## config.mk

```make
export PLATFORM = sky130hd
export DESIGN_NAME = source_out_arb_flat
export DESIGN_NICKNAME = d
export VERILOG_FILES = /design/src/rtl/source_out_arb_if.sv /design/src/rtl/source_out_arb.sv /design/src/flat_wrapper.sv
export SDC_FILE = /design/constraint.sdc
export NUM_CORES = 1
export LEC_CHECK = 0
export CORE_UTILIZATION = 65
export DETAILED_ROUTE_END_ITERATION = 8
export DONT_BUFFER_PORTS = 1
export PLACE_DENSITY = 0.81
export SYNTH_ARGS = -nofsm -noshare
export SYNTH_HDL_FRONTEND = slang
export SYNTH_SLANG_ARGS = --single-unit
```

## constraint.sdc

```tcl
create_clock -name clk -period 5.7 [get_ports clk]
set_input_delay 1.71 -clock clk [delete_from_list [all_inputs] [get_ports clk]]
set_output_delay 1.71 -clock clk [all_outputs]
set_load 0.05 [all_outputs]
```

## src/rtl/source_out_arb_if.sv

```systemverilog
// source_out_arb_if: requester, downstream and status signals of the burst arbiter
interface source_out_arb_if #(
  parameter int NREQ = 4,
  parameter int DW   = 16,
  parameter int LW   = 8
);
  logic [NREQ-1:0]    req;
  logic [NREQ*LW-1:0] req_len;
  logic [NREQ*DW-1:0] src_data;
  logic [NREQ-1:0]    src_valid;
  logic [NREQ-1:0]    src_ready;
  logic               out_en;
  logic [NREQ-1:0]    grant;
  logic               busy;
  logic               data_en;
  logic [DW-1:0]      data_out;
  logic               burst_done;
  logic [1:0]         burst_id;
  modport master (
    output req, req_len, src_data, src_valid, out_en,
    input  src_ready, grant, busy, data_en, data_out, burst_done, burst_id
  );
  modport slave (
    input  req, req_len, src_data, src_valid, out_en,
    output src_ready, grant, busy, data_en, data_out, burst_done, burst_id
  );
endinterface

```

## src/rtl/source_out_arb.sv

```systemverilog
// source_out_arb: round-robin burst arbiter sharing one registered output word path among four requesters
module source_out_arb #(
  parameter int NREQ = 4,
  parameter int DW   = 16,
  parameter int LW   = 8
) (
  input logic             clk,
  input logic             nRST,
  source_out_arb_if.slave bus
);
  typedef enum logic [1:0] {IDLE, GRANT, XFER, DONE} state_t;
  state_t          state, state_nx;
  logic [1:0]      sel, rr_ptr, pick;
  logic            found;
  logic [NREQ-1:0] elig, sel_oh;
  logic [LW-1:0]   cnt, sel_len;
  logic [DW-1:0]   sel_data;
  logic            acc;
  assign sel_oh         = NREQ'(1) << sel;
  assign sel_data       = bus.src_data[sel*DW +: DW];
  assign sel_len        = bus.req_len[sel*LW +: LW];
  assign acc            = (state == XFER) & bus.out_en & bus.src_valid[sel];
  assign bus.src_ready  = (state == XFER & bus.out_en) ? sel_oh : '0;
  assign bus.busy       = state != IDLE;
  assign bus.burst_done = state == DONE;
  assign bus.burst_id   = sel;
  // a requester is eligible only while requesting with a non-zero length
  always_comb begin
    elig = '0;
    for (int i = 0; i < NREQ; i++) elig[i] = bus.req[i] & |bus.req_len[i*LW +: LW];
  end
  // first eligible requester at or after rr_ptr; lowest offset wins since it is assigned last
  always_comb begin
    pick  = rr_ptr;
    found = 1'b0;
    for (int k = NREQ - 1; k >= 0; k--)
      if (elig[rr_ptr + 2'(k)]) begin
        pick  = rr_ptr + 2'(k);
        found = 1'b1;
      end
  end
  // state register, cleared asynchronously so a burst aborts without a done pulse
  always_ff @(posedge clk or negedge nRST)
    if (!nRST) state <= IDLE;
    else state <= state_nx;
  // next state: the last accepted word or a dropped request both end the burst
  always_comb begin
    state_nx = state;
    case (state)
      IDLE:    state_nx = found ? GRANT : IDLE;
      GRANT:   state_nx = XFER;
      XFER:    state_nx = ((acc & cnt == LW'(1)) | ~bus.req[sel]) ? DONE : XFER;
      default: state_nx = IDLE;
    endcase
  end
  // owner selection, word count, registered output word and round-robin pointer
  always_ff @(posedge clk or negedge nRST)
    if (!nRST) begin
      bus.grant    <= '0;
      bus.data_en  <= 1'b0;
      bus.data_out <= '0;
      sel          <= '0;
      rr_ptr       <= '0;
      cnt          <= '0;
    end else begin
      bus.data_en <= acc;
      if (acc) bus.data_out <= sel_data;
      if (state == IDLE & found) begin
        sel       <= pick;
        bus.grant <= NREQ'(1) << pick;
      end
      if (state == GRANT) cnt <= sel_len;
      if (acc) cnt <= cnt - 1'b1;
      if (state == DONE) begin
        bus.grant <= '0;
        rr_ptr    <= sel + 1'b1;
      end
    end
endmodule

```

## src/flat_wrapper.sv

```systemverilog
// flat-port wrapper written by rule: the top's interface ports become plain ports
module source_out_arb_flat 
#(
  parameter int NREQ = 4,
  parameter int DW   = 16,
  parameter int LW   = 8
)
  (clk, nRST, bus_req, bus_req_len, bus_src_data, bus_src_valid, bus_out_en, bus_src_ready, bus_grant, bus_busy, bus_data_en, bus_data_out, bus_burst_done, bus_burst_id);
  source_out_arb_if #(.NREQ(NREQ), .DW(DW), .LW(LW)) bus_i ();
  input logic clk;
  input logic nRST;
  input wire logic [$bits(bus_i.req)-1:0] bus_req;
  input wire logic [$bits(bus_i.req_len)-1:0] bus_req_len;
  input wire logic [$bits(bus_i.src_data)-1:0] bus_src_data;
  input wire logic [$bits(bus_i.src_valid)-1:0] bus_src_valid;
  input wire logic [$bits(bus_i.out_en)-1:0] bus_out_en;
  output wire logic [$bits(bus_i.src_ready)-1:0] bus_src_ready;
  output wire logic [$bits(bus_i.grant)-1:0] bus_grant;
  output wire logic [$bits(bus_i.busy)-1:0] bus_busy;
  output wire logic [$bits(bus_i.data_en)-1:0] bus_data_en;
  output wire logic [$bits(bus_i.data_out)-1:0] bus_data_out;
  output wire logic [$bits(bus_i.burst_done)-1:0] bus_burst_done;
  output wire logic [$bits(bus_i.burst_id)-1:0] bus_burst_id;
  assign bus_i.req = bus_req;
  assign bus_i.req_len = bus_req_len;
  assign bus_i.src_data = bus_src_data;
  assign bus_i.src_valid = bus_src_valid;
  assign bus_i.out_en = bus_out_en;
  assign bus_src_ready = bus_i.src_ready;
  assign bus_grant = bus_i.grant;
  assign bus_busy = bus_i.busy;
  assign bus_data_en = bus_i.data_en;
  assign bus_data_out = bus_i.data_out;
  assign bus_burst_done = bus_i.burst_done;
  assign bus_burst_id = bus_i.burst_id;
  source_out_arb #(.NREQ(NREQ), .DW(DW), .LW(LW)) u_core (.clk(clk), .nRST(nRST), .bus(bus_i));
endmodule
```

==> impl_metrics.json <==
{
  "outcome": "complete, no violations",
  "worstSetupPathType": "in -> out",
  "fin_nets": 330,
  "fin_skew_ps": 6.45,
  "cts_hold_buffers": 0,
  "synth_flop_cell": "dfrtp_1",
  "cp_num_cells": 1,
  "r2r-end": "u_core.cnt[6]$_DFFE_PN0P_",
  "p_per_area_nw_per_um2": 604,
  "hold_slack_ps": 511,
  "synthesis.area_um2": 2620,
  "slowest_stage": "and3_1",
  "whs_path_depth": 1,
  "maxSlewHeadroom_pct": 29.1,
  "htreeDepth": 2,
  "placeableCoreArea_um2": 3770,
  "route.detailed.drc": 0,
  "netlist.area_leader.share_pct": 33.4,
  "synth-warning-count": 0,
  "cts_inserted_buffers": 5,
  "cts_resized": 0,
  "rows": 22,
  "synth-async-reset-ratio_pct": 100,
  "synth_cell_types": 45,
  "dr_wl_met3_um": 409,
  "cts_tree": "yes",
  "synthCells": 216,
  "top_layer_used": "met4",
  "grt_pass1_wl_um": 9320,
  "path_delay_family": "simple AND/OR/NAND/NOR gates",
  "avgRoutedWirePerCell_um": 23.4,
  "path_cells": "and3_1",
  "p_leak_nw": 1.12,
  "drive_gt1_share_pct": 31.6,
  "fp.dieW_um": 65.5,
  "critPathMaxFanout": 5,
  "synthTopCellsByArea": "dfrtp_1 (33%), mux4_2 (21%), mux2_2 (7.7%)",
  "synth_nets": 334,
  "start_util_pct": 69.6,
  "endpoint_kind": "output port",
  "clk_latency_ps": 290,
  "synth_area_leader_cell": "dfrtp_1",
  "grt_start_max_net_pins": 36,
  "clk_path_buf_depth": 2,
  "wl_met1_um": 2500,
  "n_antenna_cell": 0,
  "period_share_pct": 68.1,
  "vias": 1922,
  "first_pass_iters": 4,
  "post-route-util_pct": 72.4,
  "antenna_found_initial": 0,
  "dieHeight_um": 65.5,
  "root_buffer": "clkbuf_8",
  "crit_start": "bus_out_en",
  "grt_pass1_vias": 1887,
  "dieArea_um2": 4290,
  "wl_met2_um": 3110,
  "rr_startpoint": "u_core.bus.burst_id[0]$_DFFE_PN0P_",
  "yosysSeqAreaShare_pct": 33.4,
  "setup_viol": 0,
  "worst-endpoint-arrival_ps": 2170,
  "track_usage_pct": 29.5,
  "min_from": "u_core.cnt[7]$_DFFE_PN0P_",
  "crit_path_end": "bus_src_ready[1]",
  "hp-class": "reg -> reg",
  "synth-edff-count": 0,
  "post-route-min-period_ps": 3880,
  "post_synth.cell_area_avg_um2": 12.1,
  "cp_num_buf_inv": 0,
  "fmax_mhz": 257,
  "viasPerCell": 7.39,
  "cts_setup_buffers": 0,
  "reg2regPathDepth": 6,
  "finalSetupTns_ps": 0,
  "io_pins": 136,
  "max_stage_delay_ps": 460,
  "area_growth_syn_to_layout_pct": 4.10,
  "synth_seq_cells": 35,
  "hold_viol_final": 0,
  "slew_violations": 0,
  "overflow": 0,
  "ir_worst_vdd_mv": 0.362,
  "finalPower_w": 0.00165,
  "worst_pin_slew_ps": 1060,
  "drt_iter0_drc": 101,
  "gp_congestion": 0.870,
  "dp_hpwl_um": 4720,
  "ff2ff_setup_slack_ps": 2380,
  "max_cap_violations": 0,
  "fillers": 275,
  "worstSetupStartpointType": "input pin",
  "routed_wl_um": 6090,
  "clock-sinks": 35,
  "io_buffers": 0,
  "ant_nets": 0,
  "crit_required_ps": 3990,
  "rsz0062_at_grt": "false",
  "clk_pin_slew_ps": 70
}
## cells in the final DEF, fill, tap and decap left out, types with 5 or more instances in the layout
cell type  synthesis  layout
mux2i_1            6       6
o21ai_0            8       8
ha_1              11      11
inv_1             11      11
clkbuf_8           0       6
mux2_2            18      18
or4_1              5       5
nor2_1            15      15
dfrtp_1           35      33
nand2_1            9       9
mux4_2            25      25
## report_power, final
part / internal [W] / total, W / switching [W] / leakage, nW
combinational: 0.000363 / 0.000636 / 0.000274 / 0.649
clock: 0.0000947 / 0.000180 / 0.0000858 / 0.0470
sequential: 0.000366 / 0.000833 / 0.000467 / 0.420
## Yosys cell counts (2+ instances only)
cell	number
or4_1	5
o21ai_0	8
nand2_1	9
and3b_1	2
nor2_1	15
or2_2	2
o41ai_1	2
or4_4	4
nand3b_1	2
dfrtp_1	35
mux2i_1	6
clkbuf_1	8
nand2b_1	2
a311oi_1	3
nand3_1	3
o21a_4	2
o211ai_1	4
mux2_2	18
o21ai_2	2
mux4_2	25
inv_1	11
a41o_1	2
o21a_1	4
ha_1	11
a21oi_1	4
o22ai_1	2
buf_2	4
and3_1	4
## routing by layer
layer	vias to the layer above	global-route usage, %
li1	840	-
met1	972	40.0
met5	-	0
met3	12	8.51
met4	0	7.88
met2	98	46.5
## stage by stage
stage               instance area [um2]  setup WS [ps]  std cells
floorplan                          2620           1650        216
detailed placement                 2640           1820        253
finish                             2730           1820        260
CTS                                2730           1800        260
global route                       2730           1690        260
global placement                   2640           1820        253
## final cells by class
type / instances / area (um2) / share of cell area (%)
Multi-Input combinational cell: 158 / 1660 / 60.7
Sequential cell: 35 / 878 / 32.2
Timing Repair Buffer: 1 / 7.51 / 0.275
Tap cell: 48 / 60.1 / 2.20
Clock buffer: 6 / 82.6 / 3.02
Inverter: 11 / 41.3 / 1.51
Clock inverter: 1 / 5.00 / 0.183
## logic make-up after synthesis
kind of cell    Yosys count  share of synthesized area, %
mux                      51                          33.0
compound gates           44                          13.6
simple gates             52                          11.2
buf+inv                  23                          3.48
fa+ha+maj                11                          5.25
flops                    35                          33.4
## state kept, by name, summed over array words and instances, names as in the netlist
signal / flops
u_core.bus.data_en: 1
u_core.cnt: 8
u_core.bus.data_out: 16
u_core.bus.grant: 4
u_core.rr_ptr: 2
u_core.state: 2
u_core.bus.burst_id: 2
## worst min path at each step
stage | end | slack [ps]
floorplan | u_core.cnt[7]$_DFFE_PN0P_ | 460
global placement | u_core.cnt[7]$_DFFE_PN0P_ | 490
detailed placement | u_core.cnt[7]$_DFFE_PN0P_ | 490
CTS | u_core.cnt[7]$_DFFE_PN0P_ | 500
global route | u_core.cnt[7]$_DFFE_PN0P_ | 530
finish | u_core.cnt[7]$_DFFE_PN0P_ | 510
(Power assumes the default switching activity.)
==> RTL edit, RTL diff (same settings) <==
`DW` is set to 16 in 3 places; all go to 24.
--- a/src/rtl/source_out_arb_if.sv
+++ b/src/rtl/source_out_arb_if.sv
@@ -2,5 +2,5 @@
 interface source_out_arb_if #(
   parameter int NREQ = 4,
-  parameter int DW   = 16,
+  parameter int DW   = 24,
   parameter int LW   = 8
 );
--- a/src/rtl/source_out_arb.sv
+++ b/src/rtl/source_out_arb.sv
@@ -2,5 +2,5 @@
 module source_out_arb #(
   parameter int NREQ = 4,
-  parameter int DW   = 16,
+  parameter int DW   = 24,
   parameter int LW   = 8
 ) (
--- a/src/flat_wrapper.sv
+++ b/src/flat_wrapper.sv
@@ -3,5 +3,5 @@
 #(
   parameter int NREQ = 4,
-  parameter int DW   = 16,
+  parameter int DW   = 24,
   parameter int LW   = 8
 )
Interface: changed (resized bus_data_out and bus_src_data); port bits go from 136 to 176. No check against the original RTL was run, so the function may have changed too.
==> RTL edit against the unedited design <==
First-iteration DRC count increased by 91%; die area is 15% higher; setup slack got worse by 11 ps; sequential power is 14% higher; register-to-register slack got worse by 250 ps; power rose by 21%; area after synthesis is 16% higher; sequential cell count up 8; wire length up 22%; design area rose by 16%; critical path depth up 1; final cell count grew 27%; critical endpoint is now bus_src_ready[2]; largest power group unchanged.
==> RTL edit: results (changes against the unedited design) <==
metric,value,unit,change
htree depth,2,,unchanged
Top delay family on crit path,flip-flops,,
first-pass GRT wire length,11500,um,+23%
measured slew at the worst slew-check pin,1130,ps,+69.9 ps
Lkg Pwr,1.39,nW,+25%
Port-buffer cells,0,,unchanged
routability congestion estimate,0.797,,-8.4%
number of iterations in the first detailed-routing pass,4,,unchanged
Num CTS Buffers,5,,unchanged
worst-path fanout max,39,,+34
worst-case clock buffer depth,2,,unchanged
arrival time worst endpoint,2190,ps,+20 ps
Post-CTS Setup Bufs,0,,unchanged
layout cells sized above 1,0.216,,-0.100
synth top area cells,"dfrtp_1 35%, mux4_2 24%, nand2_1 9.6%",,
worst hold start,u_core.cnt[6],,
crit path launch,u_core.bus.burst_id[1],,
Place WS,1830,ps,+7.54 ps
initial DRC count,193,,+91%
detailed placement HPWL,5550,um,+18%
Avg WL per Cell,22.5,um,-4.1%
CP max stage cell,dfrtp_2,,
pin count of the biggest net entering global routing,44,,+22%
total global-route track usage,0.306,,+0.0109
vias in the first global route,2325,,+23%
Synth Net Count,435,,+30%
clock skew,7.51,ps,+1.06 ps
initial antenna violation count,0,,unchanged
Largest regs,"u_core.bus.data_out x24, u_core.cnt x8, u_core.bus.grant x4",,
run status,finished clean,,
nets,427,,+29%
Critical Path Max Stage Delay,1120,ps,+660 ps
worst vdd ir,373,uV,+3.1%
fraction of registers with async set/reset,1.00,,unchanged
antenna cells,0,,unchanged
Via Count,2376,,+24%
list of most frequent post-synthesis cells,"78 x nand2_1, 43 x dfrtp_1, 32 x mux4_2",,
register area share after synthesis,0.354,,+0.0204
[RTL edit: power by group]
group,internal (mW),switching (mW),leakage (nW)
clock network,0.175,0.108,0.0654
logic,0.388,0.371,0.795
registers,0.435,0.517,0.534
[RTL edit: final cells by class]
cell class	count	area (um2)
Clock buffer	6	72.6
Timing Repair Buffer	2	15.0
Fill cell	318	1230
Sequential cell	43	1080
Tap cell	52	65.1
Inverter	14	52.6
Clock inverter	2	60.1
Multi-Input combinational cell	211	1840
[RTL edit: through the flow]
stage | instance area, um2 | instances | util | power, mW
global route | 3180 | 330 | 0.720 | 2.11
detailed placement | 3050 | 322 | 0.690 | 1.72
CTS | 3180 | 330 | 0.720 | 2.00
finish | 3180 | 330 | 0.720 | 1.99
floorplan | 3040 | 285 | - | 1.57
global placement | 3050 | 322 | 0.690 | 1.69
[RTL edit: worst paths after layout]
check / end / slack, ps / cells past startpoint
worst max register to register: u_core.cnt[7] / 2130 / 8
worst min register to register: u_core.cnt[6] / 500 / 2
worst min-delay path: u_core.cnt[6] / 500 / 2
worst max-delay path: bus_src_ready[2] / 1800 / 2
max in group asynchronous: u_core.bus.burst_id[1] / 4500 / 0
min in group asynchronous: u_core.cnt[5] / 1090 / 0
[RTL edit: worst reg2reg max path: cells and delay by family, from the launching register on]
| family | cells | cell delay, ps |
|---|---|---|
| flip-flops | 1 | 860 |
| multiplexers | 1 | 570 |
| AND/OR/NAND/NOR | 3 | 650 |
| buffers and inverters | 3 | 1190 |
| AO/OA/AOI/OAI | 1 | 200 |
[RTL edit: per-layer routing]
layer,share of wire,track usage
met1,0.38,0.393
met2,0.51,0.503
met3,0.087,0.0736
met4,0.021,0.118
met5,0,0
[RTL edit: kinds of logic after synthesis]
family	count (synthesis)	share of synthesized area
and+or+nand+nor	119	0.182
AOI/OAI and AO/OA	44	0.111
DFF	43	0.354
muxes	37	0.265
adders and majority gates	11	0.0453
buffers and inverters	31	0.0416
